`src/rtl/dau_output_encoder_pkg.sv`:
```
// Shared DAU symbol codes (the dau_symbols.vh set, guarded for one definition)
// and the digit-to-symbol helper used by the print-path encoder.
`ifndef DAU_SYMBOLS_VH
`define DAU_SYMBOLS_VH
`define DAU_SYM_WIDTH    5
`define DAU_SYM_0        5'd0
`define DAU_SYM_1        5'd1
`define DAU_SYM_2        5'd2
`define DAU_SYM_3        5'd3
`define DAU_SYM_4        5'd4
`define DAU_SYM_5        5'd5
`define DAU_SYM_6        5'd6
`define DAU_SYM_7        5'd7
`define DAU_SYM_8        5'd8
`define DAU_SYM_9        5'd9
`define DAU_SYM_MINUS    5'd10
`define DAU_SYM_COMMA    5'd11
`define DAU_SYM_NEW_LINE 5'd12
`define DAU_SYM_INVALID  5'd31
`endif

package dau_output_encoder_pkg;

  localparam int SYM_W = `DAU_SYM_WIDTH;
  typedef logic [SYM_W-1:0] sym_t;

  localparam sym_t SYM_0        = `DAU_SYM_0;
  localparam sym_t SYM_9        = `DAU_SYM_9;
  localparam sym_t SYM_MINUS    = `DAU_SYM_MINUS;
  localparam sym_t SYM_COMMA    = `DAU_SYM_COMMA;
  localparam sym_t SYM_NEW_LINE = `DAU_SYM_NEW_LINE;
  localparam sym_t SYM_INVALID  = `DAU_SYM_INVALID;

  // Non-decimal nibbles saturate to the '9' symbol.
  function automatic sym_t digit_symbol(input logic [3:0] d);
    sym_t s;
    if (d > 4'd9) begin
      s = SYM_9;
    end else begin
      s = SYM_0 + sym_t'(d);
    end
    return s;
  endfunction

endpackage

```
`src/rtl/dau_lz_scan.sv`:
```
// Priority encoder over BCD digits: index of the most significant nonzero
// digit plus an all-zero flag.
module dau_lz_scan #(
  parameter int NUM_DIGITS = 4,
  parameter int IDX_W      = 3
) (
  input  logic [4*NUM_DIGITS-1:0] digits,
  output logic [IDX_W-1:0]        top_idx,
  output logic                    all_zero
);

  // Scan upward so the highest nonzero digit wins.
  always_comb begin
    top_idx  = '0;
    all_zero = 1'b1;
    for (int i = 0; i < NUM_DIGITS; i++) begin
      top_idx  = (digits[4*i +: 4] != 4'd0) ? IDX_W'(i) : top_idx;
      all_zero = (digits[4*i +: 4] != 4'd0) ? 1'b0 : all_zero;
    end
  end

endmodule

```
`src/rtl/dau_output_encoder.sv`:
```
// Serialises a captured BCD stack value into DAU symbols over valid/ready.
// Optional leading-zero suppression: define DAU_ENC_LZ_SUPPRESS_EN.
module dau_output_encoder
  import dau_output_encoder_pkg::*;
#(
  parameter int NUM_DIGITS = 4,
  parameter int POS_WIDTH  = $clog2(NUM_DIGITS + 1)
) (
  input  logic                      i_clk,
  input  logic                      i_rst,
  input  logic                      i_print_start,
  input  logic [4*NUM_DIGITS-1:0]   i_bcd,
  input  logic [POS_WIDTH-1:0]      i_comma_pos,
  input  logic                      i_sign,
  output logic                      o_valid,
  output logic [`DAU_SYM_WIDTH-1:0] o_symbol,
  input  logic                      i_ready,
  output logic                      o_done,
  output logic                      o_idle
);

  typedef enum logic [2:0] {
    ST_IDLE  = 3'd0,
    ST_SIGN  = 3'd1,
    ST_INT   = 3'd2,
    ST_COMMA = 3'd3,
    ST_FRAC  = 3'd4,
    ST_NL    = 3'd5
  } state_t;

  localparam logic [POS_WIDTH-1:0] MAX_POS = POS_WIDTH'(NUM_DIGITS - 1);
  localparam logic [POS_WIDTH-1:0] ONE     = POS_WIDTH'(1);

  state_t                  state_r, state_n;
  logic [4*NUM_DIGITS-1:0] bcd_r;
  logic [POS_WIDTH-1:0]    pos_r, idx_r, idx_n;
  logic [POS_WIDTH-1:0]    pos_clamp, first_idx;
  logic                    in_zero, capture, xfer, load;
  logic                    valid_n, done_n;
  sym_t                    symbol_n;

  assign pos_clamp = (i_comma_pos > MAX_POS) ? MAX_POS : i_comma_pos;

`ifdef DAU_ENC_LZ_SUPPRESS_EN
  logic [POS_WIDTH-1:0] top_idx;

  dau_lz_scan #(
    .NUM_DIGITS (NUM_DIGITS),
    .IDX_W      (POS_WIDTH)
  ) u_lz_scan (
    .digits   (i_bcd),
    .top_idx  (top_idx),
    .all_zero (in_zero)
  );

  // Start at the top nonzero digit but never below the units position.
  assign first_idx = (top_idx > pos_clamp) ? top_idx : pos_clamp;
`else
  assign in_zero   = ~|i_bcd;
  assign first_idx = MAX_POS;
`endif

  assign capture = (state_r == ST_IDLE) && i_print_start;
  assign xfer    = o_valid && i_ready;
  // One cycle after capture the first symbol is loaded from the captured value.
  assign load    = (state_r != ST_IDLE) && !o_valid;

  // Next-state, digit index and handshake control.
  always_comb begin
    state_n = state_r;
    idx_n   = idx_r;
    valid_n = o_valid || load;
    done_n  = 1'b0;
    case (state_r)
      ST_IDLE: begin
        if (i_print_start) begin
          state_n = (i_sign && !in_zero) ? ST_SIGN : ST_INT;
          idx_n   = first_idx;
        end else begin
          state_n = ST_IDLE;
        end
      end
      ST_SIGN: begin
        state_n = xfer ? ST_INT : ST_SIGN;
      end
      ST_INT: begin
        if (!xfer) begin
          state_n = ST_INT;
        end else if (idx_r != pos_r) begin
          idx_n = idx_r - ONE;
        end else if (pos_r != '0) begin
          state_n = ST_COMMA;
        end else begin
          state_n = ST_NL;
        end
      end
      ST_COMMA: begin
        if (xfer) begin
          state_n = ST_FRAC;
          idx_n   = pos_r - ONE;
        end else begin
          state_n = ST_COMMA;
        end
      end
      ST_FRAC: begin
        if (!xfer) begin
          state_n = ST_FRAC;
        end else if (idx_r == '0) begin
          state_n = ST_NL;
        end else begin
          idx_n = idx_r - ONE;
        end
      end
      ST_NL: begin
        if (xfer) begin
          state_n = ST_IDLE;
          valid_n = 1'b0;
          done_n  = 1'b1;
        end else begin
          state_n = ST_NL;
        end
      end
      default: begin
        state_n = ST_IDLE;
        valid_n = 1'b0;
      end
    endcase
  end

  // Symbol presented for the upcoming state.
  always_comb begin
    symbol_n = SYM_INVALID;
    case (state_n)
      ST_SIGN:  symbol_n = SYM_MINUS;
      ST_INT:   symbol_n = digit_symbol(bcd_r[4*int'(idx_n) +: 4]);
      ST_COMMA: symbol_n = SYM_COMMA;
      ST_FRAC:  symbol_n = digit_symbol(bcd_r[4*int'(idx_n) +: 4]);
      ST_NL:    symbol_n = SYM_NEW_LINE;
      default:  symbol_n = SYM_INVALID;
    endcase
  end

  // State, capture and registered outputs.
  always_ff @(posedge i_clk or posedge i_rst) begin
    if (i_rst) begin
      state_r  <= ST_IDLE;
      idx_r    <= '0;
      bcd_r    <= '0;
      pos_r    <= '0;
      o_valid  <= 1'b0;
      o_symbol <= SYM_INVALID;
      o_done   <= 1'b0;
      o_idle   <= 1'b1;
    end else begin
      state_r <= state_n;
      idx_r   <= idx_n;
      o_valid <= valid_n;
      o_done  <= done_n;
      o_idle  <= (state_n == ST_IDLE);
      if (capture) begin
        bcd_r <= i_bcd;
        pos_r <= pos_clamp;
      end
      if (xfer || load) begin
        o_symbol <= symbol_n;
      end
    end
  end

endmodule

```
`config.mk`:
```
export PLATFORM = sky130hd
export DESIGN_NAME = dau_output_encoder
export DESIGN_NICKNAME = d
export VERILOG_FILES = /design/src/rtl/dau_output_encoder_pkg.sv /design/src/rtl/dau_lz_scan.sv /design/src/rtl/dau_output_encoder.sv
export SDC_FILE = /design/constraint.sdc
export NUM_CORES = 1
export LEC_CHECK = 0
export BUFFER_PORTS_ARGS = -buffer_cell sky130_fd_sc_hd__buf_4
export CORE_MARGIN = 2
export CORE_UTILIZATION = 48
export DETAILED_ROUTE_END_ITERATION = 8
export PLACE_DENSITY = 0.69
export SETUP_SLACK_MARGIN = 0.15
export SYNTH_ARGS = -nofsm -noshare
export SYNTH_HDL_FRONTEND = slang
export SYNTH_HIERARCHICAL = 1
export SYNTH_SLANG_ARGS = --single-unit
```
`constraint.sdc`:
```
create_clock -name i_clk -period 3.1 [get_ports i_clk]
set_input_delay 0.62 -clock i_clk [delete_from_list [all_inputs] [get_ports i_clk]]
set_output_delay 0.62 -clock i_clk [all_outputs]
set_load 0.05 [all_outputs]
```
==> Word-level counts from Yosys, hierarchy flattened <==
Index checks and enable logic that the tools add are counted.
{ "word_totals": {"out_inout_bits": 8, "wordCells": 64, "regBits": 33, "in_bits": 24} }
{ "classes": {"eq_ne": 11, "magnitude_cmp": 2, "shifts": 1, "n_reduce_logical": 15, "add_sub_neg": 2, "n_mux": 25} }
{ "op_table": {"columns": ["cell", "count"], "rows": [
  ["$mux W3", 14],
  ["$pmux W5 S4", 1],
  ["$pmux W3 S6", 1],
  ["$reduce_or A16 Y1", 1],
  ["$shiftx A16 B6 Y4", 1],
  ["$eq A3 B2 Y1 const B", 4],
  ["$eq A3 B3 Y1 const B", 4],
  ["$pmux W3 S4", 1],
  ["$logic_not A3 Y1", 3],
  ["$eq A3 B1 Y1 const B", 2],
  ["$mux W2", 3],
  ["$reduce_bool A3 Y1", 2],
  ["$sub A3 B1 Y3 const B", 2],
  ["$reduce_or A5 Y1", 1],
  ["$gt A4 B4 Y1 const B", 1],
  ["$logic_and A1 B1 Y1", 4],
  ["$mux W4", 1],
  ["$gt A3 B2 Y1 const B", 1],
  ["$mux W1", 3],
  ["$ne A3 B3 Y1", 1],
  ["$logic_or A1 B1 Y1", 2],
  ["$pmux W1 S2", 1],
  ["$reduce_or A2 Y1", 1],
  ["$logic_not A1 Y1", 1]
]} }

==> Longest topological paths before layout <==
{ "logic_depth": {"word_depth": 8, "ltp_mapped": 12} }

==> Worst setup path after synthesis <==
Ideal clock, no wire load.
{ "synth_path": {"path_type": "reg-to-reg", "startpoint": "register o_valid", "endpoint": "register o_symbol[0]", "arrival_time_ns": 2.621, "stages_incl_launch_ff": 12, "n_path_buf": 2, "synth_period_minus_slack_ns": 2.711, "required_time_ns": 3.010, "path_slack_ns": 0.389, "path_cell_list": "dfrtp_1 > and2_1 > buf_6 > nand4_1 > a311oi_1 > a31oi_1 > buf_6 > a311oi_1 > a32oi_1 > or3_1 > a221oi_2 > o31ai_1"} }
{ "synth_via": {"elab_chain_cells": 7, "word_cells_on_any_way": 24, "classes_between": "order compare: 1; eq/ne: 5; shift: 1; mux: 12; reduce/logical: 5"} }
{ "synth_rtl": {"columns": ["item", "line", "source"], "rows": [
  ["from (decl)", "dau_output_encoder.sv:15", "output logic o_valid,"],
  ["from (signal assigned)", "dau_output_encoder.sv:157", "o_valid <= valid_n;"],
  ["$logic_and A1 B1 Y1 (*)", "dau_output_encoder.sv:64", "assign xfer = o_valid && i_ready;"],
  ["$mux W3, on equally long branches", "dau_output_encoder.sv:106, dau_output_encoder.sv:87, dau_output_encoder.sv:98", null],
  ["$pmux W3 S4 (*)", "dau_output_encoder.sv:74", "case (state_r)"],
  ["named net idx_n[1]", "dau_output_encoder.sv:36", "logic [POS_WIDTH-1:0] pos_r, idx_r, idx_n;"],
  ["$shiftx A16 B6 Y4 (*)", "dau_output_encoder.sv:135, dau_output_encoder.sv:137", null],
  ["$gt A4 B4 Y1", "dau_output_encoder_pkg.sv:37", "if (d > 4'd9) begin"],
  ["$mux W4 (*)", "dau_output_encoder_pkg.sv:37", null],
  ["$pmux W5 S4 (*)", "dau_output_encoder.sv:133", "case (state_n)"],
  ["to (signal assigned)", "dau_output_encoder.sv:165", "o_symbol <= symbol_n;"],
  ["to (decl)", "dau_output_encoder.sv:16", "output logic [`DAU_SYM_WIDTH-1:0] o_symbol,"]
]} }
The timed path passes the listed nets; every way through them passes the cells marked *.
A chain may end at the register's enable or synchronous reset.

==> Final worst setup path <==
{ "layout_path": {"startpoint": "register idx_r[1]", "endpoint": "register o_symbol[0]"} }
{ "layout_via": {"elab_chain_cells": 8, "word_cells_on_any_way": 25, "classes_between": "add/sub: 1; order compare: 1; eq/ne: 6; shift: 1; mux: 14; reduce/logical: 2"} }
{ "layout_rtl": {"columns": ["item", "line", "source"], "rows": [
  ["from (decl)", "dau_output_encoder.sv:36", null],
  ["from (signal assigned)", "dau_output_encoder.sv:156", "idx_r <= idx_n;"],
  ["$sub A3 B1 Y3, or another cell as far along", "dau_output_encoder.sv:90, dau_output_encoder.sv:111", null],
  ["$mux W3, on equally long branches", "dau_output_encoder.sv:108, dau_output_encoder.sv:89", null],
  ["$mux W3, on equally long branches", "dau_output_encoder.sv:106, dau_output_encoder.sv:87", null],
  ["$pmux W3 S4", "dau_output_encoder.sv:74", null],
  ["$shiftx A16 B6 Y4", "dau_output_encoder.sv:135, dau_output_encoder.sv:137", null],
  ["$gt A4 B4 Y1", "dau_output_encoder_pkg.sv:37", null],
  ["$mux W4", "dau_output_encoder_pkg.sv:37", null],
  ["$pmux W5 S4 (*)", "dau_output_encoder.sv:133", null]
]} }
Mark *: on every way between the ends. The rest lies on a longest branch, timed or not.

==> summary.txt <==
Synth
  • Async SR Flop Fraction: 1.00
  • Post-Synthesis Net Count: 234
  • Synthesized instance count: around 210
  • Cell variety after synth: 57
  • Post-synth EDFFs: 0
  • Area contributors post-synth: dfrtp_1 (33%), mux2_2 (8.9%), dfstp_2 (7.8%), a21oi_1 (4.0%), inv_1 (2.8%)
  • Ys flop type: dfrtp_1
  • Area fraction of the dominant cell type after synthesis: 0.334
  • Synth Warn #: 6
  • Seq/Total Area, Yosys: 0.412
  • Post-Syn Area: 2020 um^2
  • FF+latch count, synth: 33
  • Synth area leader: dfrtp_1
  • Synth Area per Inst: slightly below 10 um^2

STA
  • Final Critical Period: 2770 ps
  • Relative slew slack: 0.584
  • Post-route setup TNS: 0 ps
  • Final setup fails: 0
  • Unrepaired setup endpoints after global routing: false
  • Max Freq: 360 MHz
  • Worst Max-Slew Pin Slew: 622 ps
  • Clk_skew: 6.40 ps
  • Slew Viols, Final: 0
  • Crit share post-route: 0.895
  • Hold WS: ~430 ps
  • Hold Vio Cnt, Final: 0

Worst setup path
  • CP Capture Type: flip-flop
  • Worst Path Required: 3300 ps
  • Crit path DAT: about 3000 ps
  • CP Launch Type: flip-flop
  • Max FO, Critical Path: 5
  • Kind of critical path: reg -> reg

Clocking
  • Clock slew at the register clock pins of the worst setup and hold paths: 70 ps
  • CTS Buf Count: 5
  • Post-CTS setup buffer count: 0
  • CTS Hold Bufs: 0
  • Root Driver: clkbuf_8
  • # H-tree levels: 2
  • Clock Latency Late Sink: 280 ps
  • CTS tree: built
  • CTS sink cnt: 33
  • Post-CTS sizing: 0
  • Worst-case clock buffer depth: 2

Global route
  • Initial antenna violation count: 0
  • Vias in the first global route: around 1600
  • Gr usage total: 0.222
  • Global-route wire length before repair: between 7000 and 8000 um
  • Global route total overflow: 0
  • Largest net degree at the start of global routing: 34

Detailed routing
  • Residual DRC: 0
  • Final ANT Viol Nets: 0
  • DRT Pass-1 Iters: 4
  • Vias per Instance: 5.71
  • Initial DRC count: ~170
  • DR WL/cell: 15.8 um
  • Via count: 1724
  • Final WL: 4770 um

Cells and area
  • Layout cells sized above 1: 0.373
  • Area growth, synth to finish: 24.0%
  • Ant diodes: 0
  • Non-Filler Instances: about 300
  • Fin nets: 279

Floorplan
  • Die X: 68.9 um
  • Core ar.: 4030 um^2
  • Top-Level Pins: 32
  • Initial Utilization: 0.502
  • Std-Cell Rows: 23
  • Die area: 4740 um^2
  • Die Height: ~69 um

Place
  • Post-detail-place hpwl: 3710 um
  • Placer congestion estimate: roughly 0.94
  • IO buf count: 31
  • Placed Cells: ~290

Power and ir drop
  • P per Cell Area: 1330 nW/um^2
  • Leakage: 1.10 nW
  • Max IR drop VDD: 751 uV
  • Tot Pwr: 3.33 mW

Flow run
  • Maximum Capacitance Violations: 0

Worst hold path
  • Worst Hold Class: in -> async

Outcome
  • Run status: finished clean
metal layers:
metal	GRT usage	wire (um)
met5	0	0
met4	0.0711	89
met3	0.0455	117
met2	0.380	2380
met1	0.282	2190
power breakdown:
part           switching, mW  internal [mW]  total, mW  leakage (nW)
logic                   1.20          0.963       2.16         0.670
registers              0.172          0.670      0.841         0.386
clock network          0.153          0.180      0.333        0.0445
synthesized netlist by cell type, drive strengths merged (2+ instances only):
cell and count:
a211oi 3, a21o 3, a21oi 16, a311oi 4, a31oi 4, and2 2
and3 3, buf 6, clkbuf 3, dfrtp 27, dfstp 6, ha 4
inv 18, mux2 18, mux2i 2, nand2 15, nand2b 6, nand3 5
nand4b 3, nor2 9, nor2b 2, nor3 4, nor4 7, o21ai 9
o22ai 2, o31ai 2, o32ai 2, xnor2 3
final timing paths:
| check | start | to | slack [ps] | cells past startpoint |
|---|---|---|---|---|
| max | idx_r[1]$_DFF_PP0_ | o_symbol[0]$_DFFE_PP1P_ | 330 | 12 |
| min | i_rst | bcd_r[10]$_DFFE_PP0P_ | 430 | 3 |
| max reg2reg | idx_r[1]$_DFF_PP0_ | o_symbol[0]$_DFFE_PP1P_ | 330 | 12 |
| min reg2reg | o_symbol[1]$_DFFE_PP1P_ | o_symbol[1]$_DFFE_PP1P_ | 470 | 2 |
| max in group asynchronous | i_rst | o_symbol[0]$_DFFE_PP1P_ | 2350 | 3 |
| min in group i_clk | o_symbol[1]$_DFFE_PP1P_ | o_symbol[1]$_DFFE_PP1P_ | 470 | 2 |
cell families (layout without fill, tap and decap cells):
group,count (synthesis),count (layout),synth area share
simple gates,59,59,0.160
compound gates,58,58,0.202
flops,33,33,0.412
buf+inv,28,74,0.0731
mux,20,20,0.110
fa+ha+maj,4,4,0.0248
xor+xnor,4,4,0.0173
metrics by stage:
step                worst slack (ps)   util  cell area, um^2
finish                           326  0.622             2500
CTS                              201  0.610             2460
global route                     158  0.622             2500
floorplan                        389      -             2020
detailed placement               142  0.587             2360
global placement                 246  0.587             2360
worst max-delay path: stages (launching register included):
cell,delay [ps]
dfrtp_1,390
inv_1,100
ha_1,180
buf_4,110
nand2b_1,110
a2111oi_4,330
a21oi_1,100
a31o_2,280
and2_4,160
mux2_1,330
o221a_2,290
a221oi_2,210
o31ai_1,110
layout make-up:
type	count	area [um^2]
multi-input combinational	145	1090
clock buffer	7	86.3
tap	50	62.6
fill	378	1520
sequential	33	833
clock inverter	1	7.51
inverter	18	67.6
timing repair buffer	48	360
cell usage in the layout, fill, tap and decap left out, types with 2 or more instances in the layout:
cell type / count
a211oi_1: 2
o32ai_1: 2
dfstp_2: 6
o22ai_1: 2
o21ai_0: 7
and3_1: 3
ha_1: 4
a21oi_1: 16
dfrtp_1: 27
nand2b_1: 5
inv_2: 3
nor4_1: 7
nor2_1: 8
o21ai_1: 2
xnor2_1: 3
nand4b_1: 3
nand2_1: 15
clkbuf_8: 6
inv_1: 15
mux2_2: 16
a31oi_1: 3
a21o_2: 2
mux2i_1: 2
nor3_1: 4
buf_4: 48
nand3_1: 5
o31ai_1: 2
a311oi_2: 2
mux2_1: 2
a311oi_1: 2
sequential cells by signal, summed over array words and instances, names as in the netlist:
name and cells:
state_r 3, o_valid 1, pos_r 3, o_done 1, o_idle 1, bcd_r 16, o_symbol 5, idx_r 3
No activity file was read; power rests on OpenSTA's default activity.
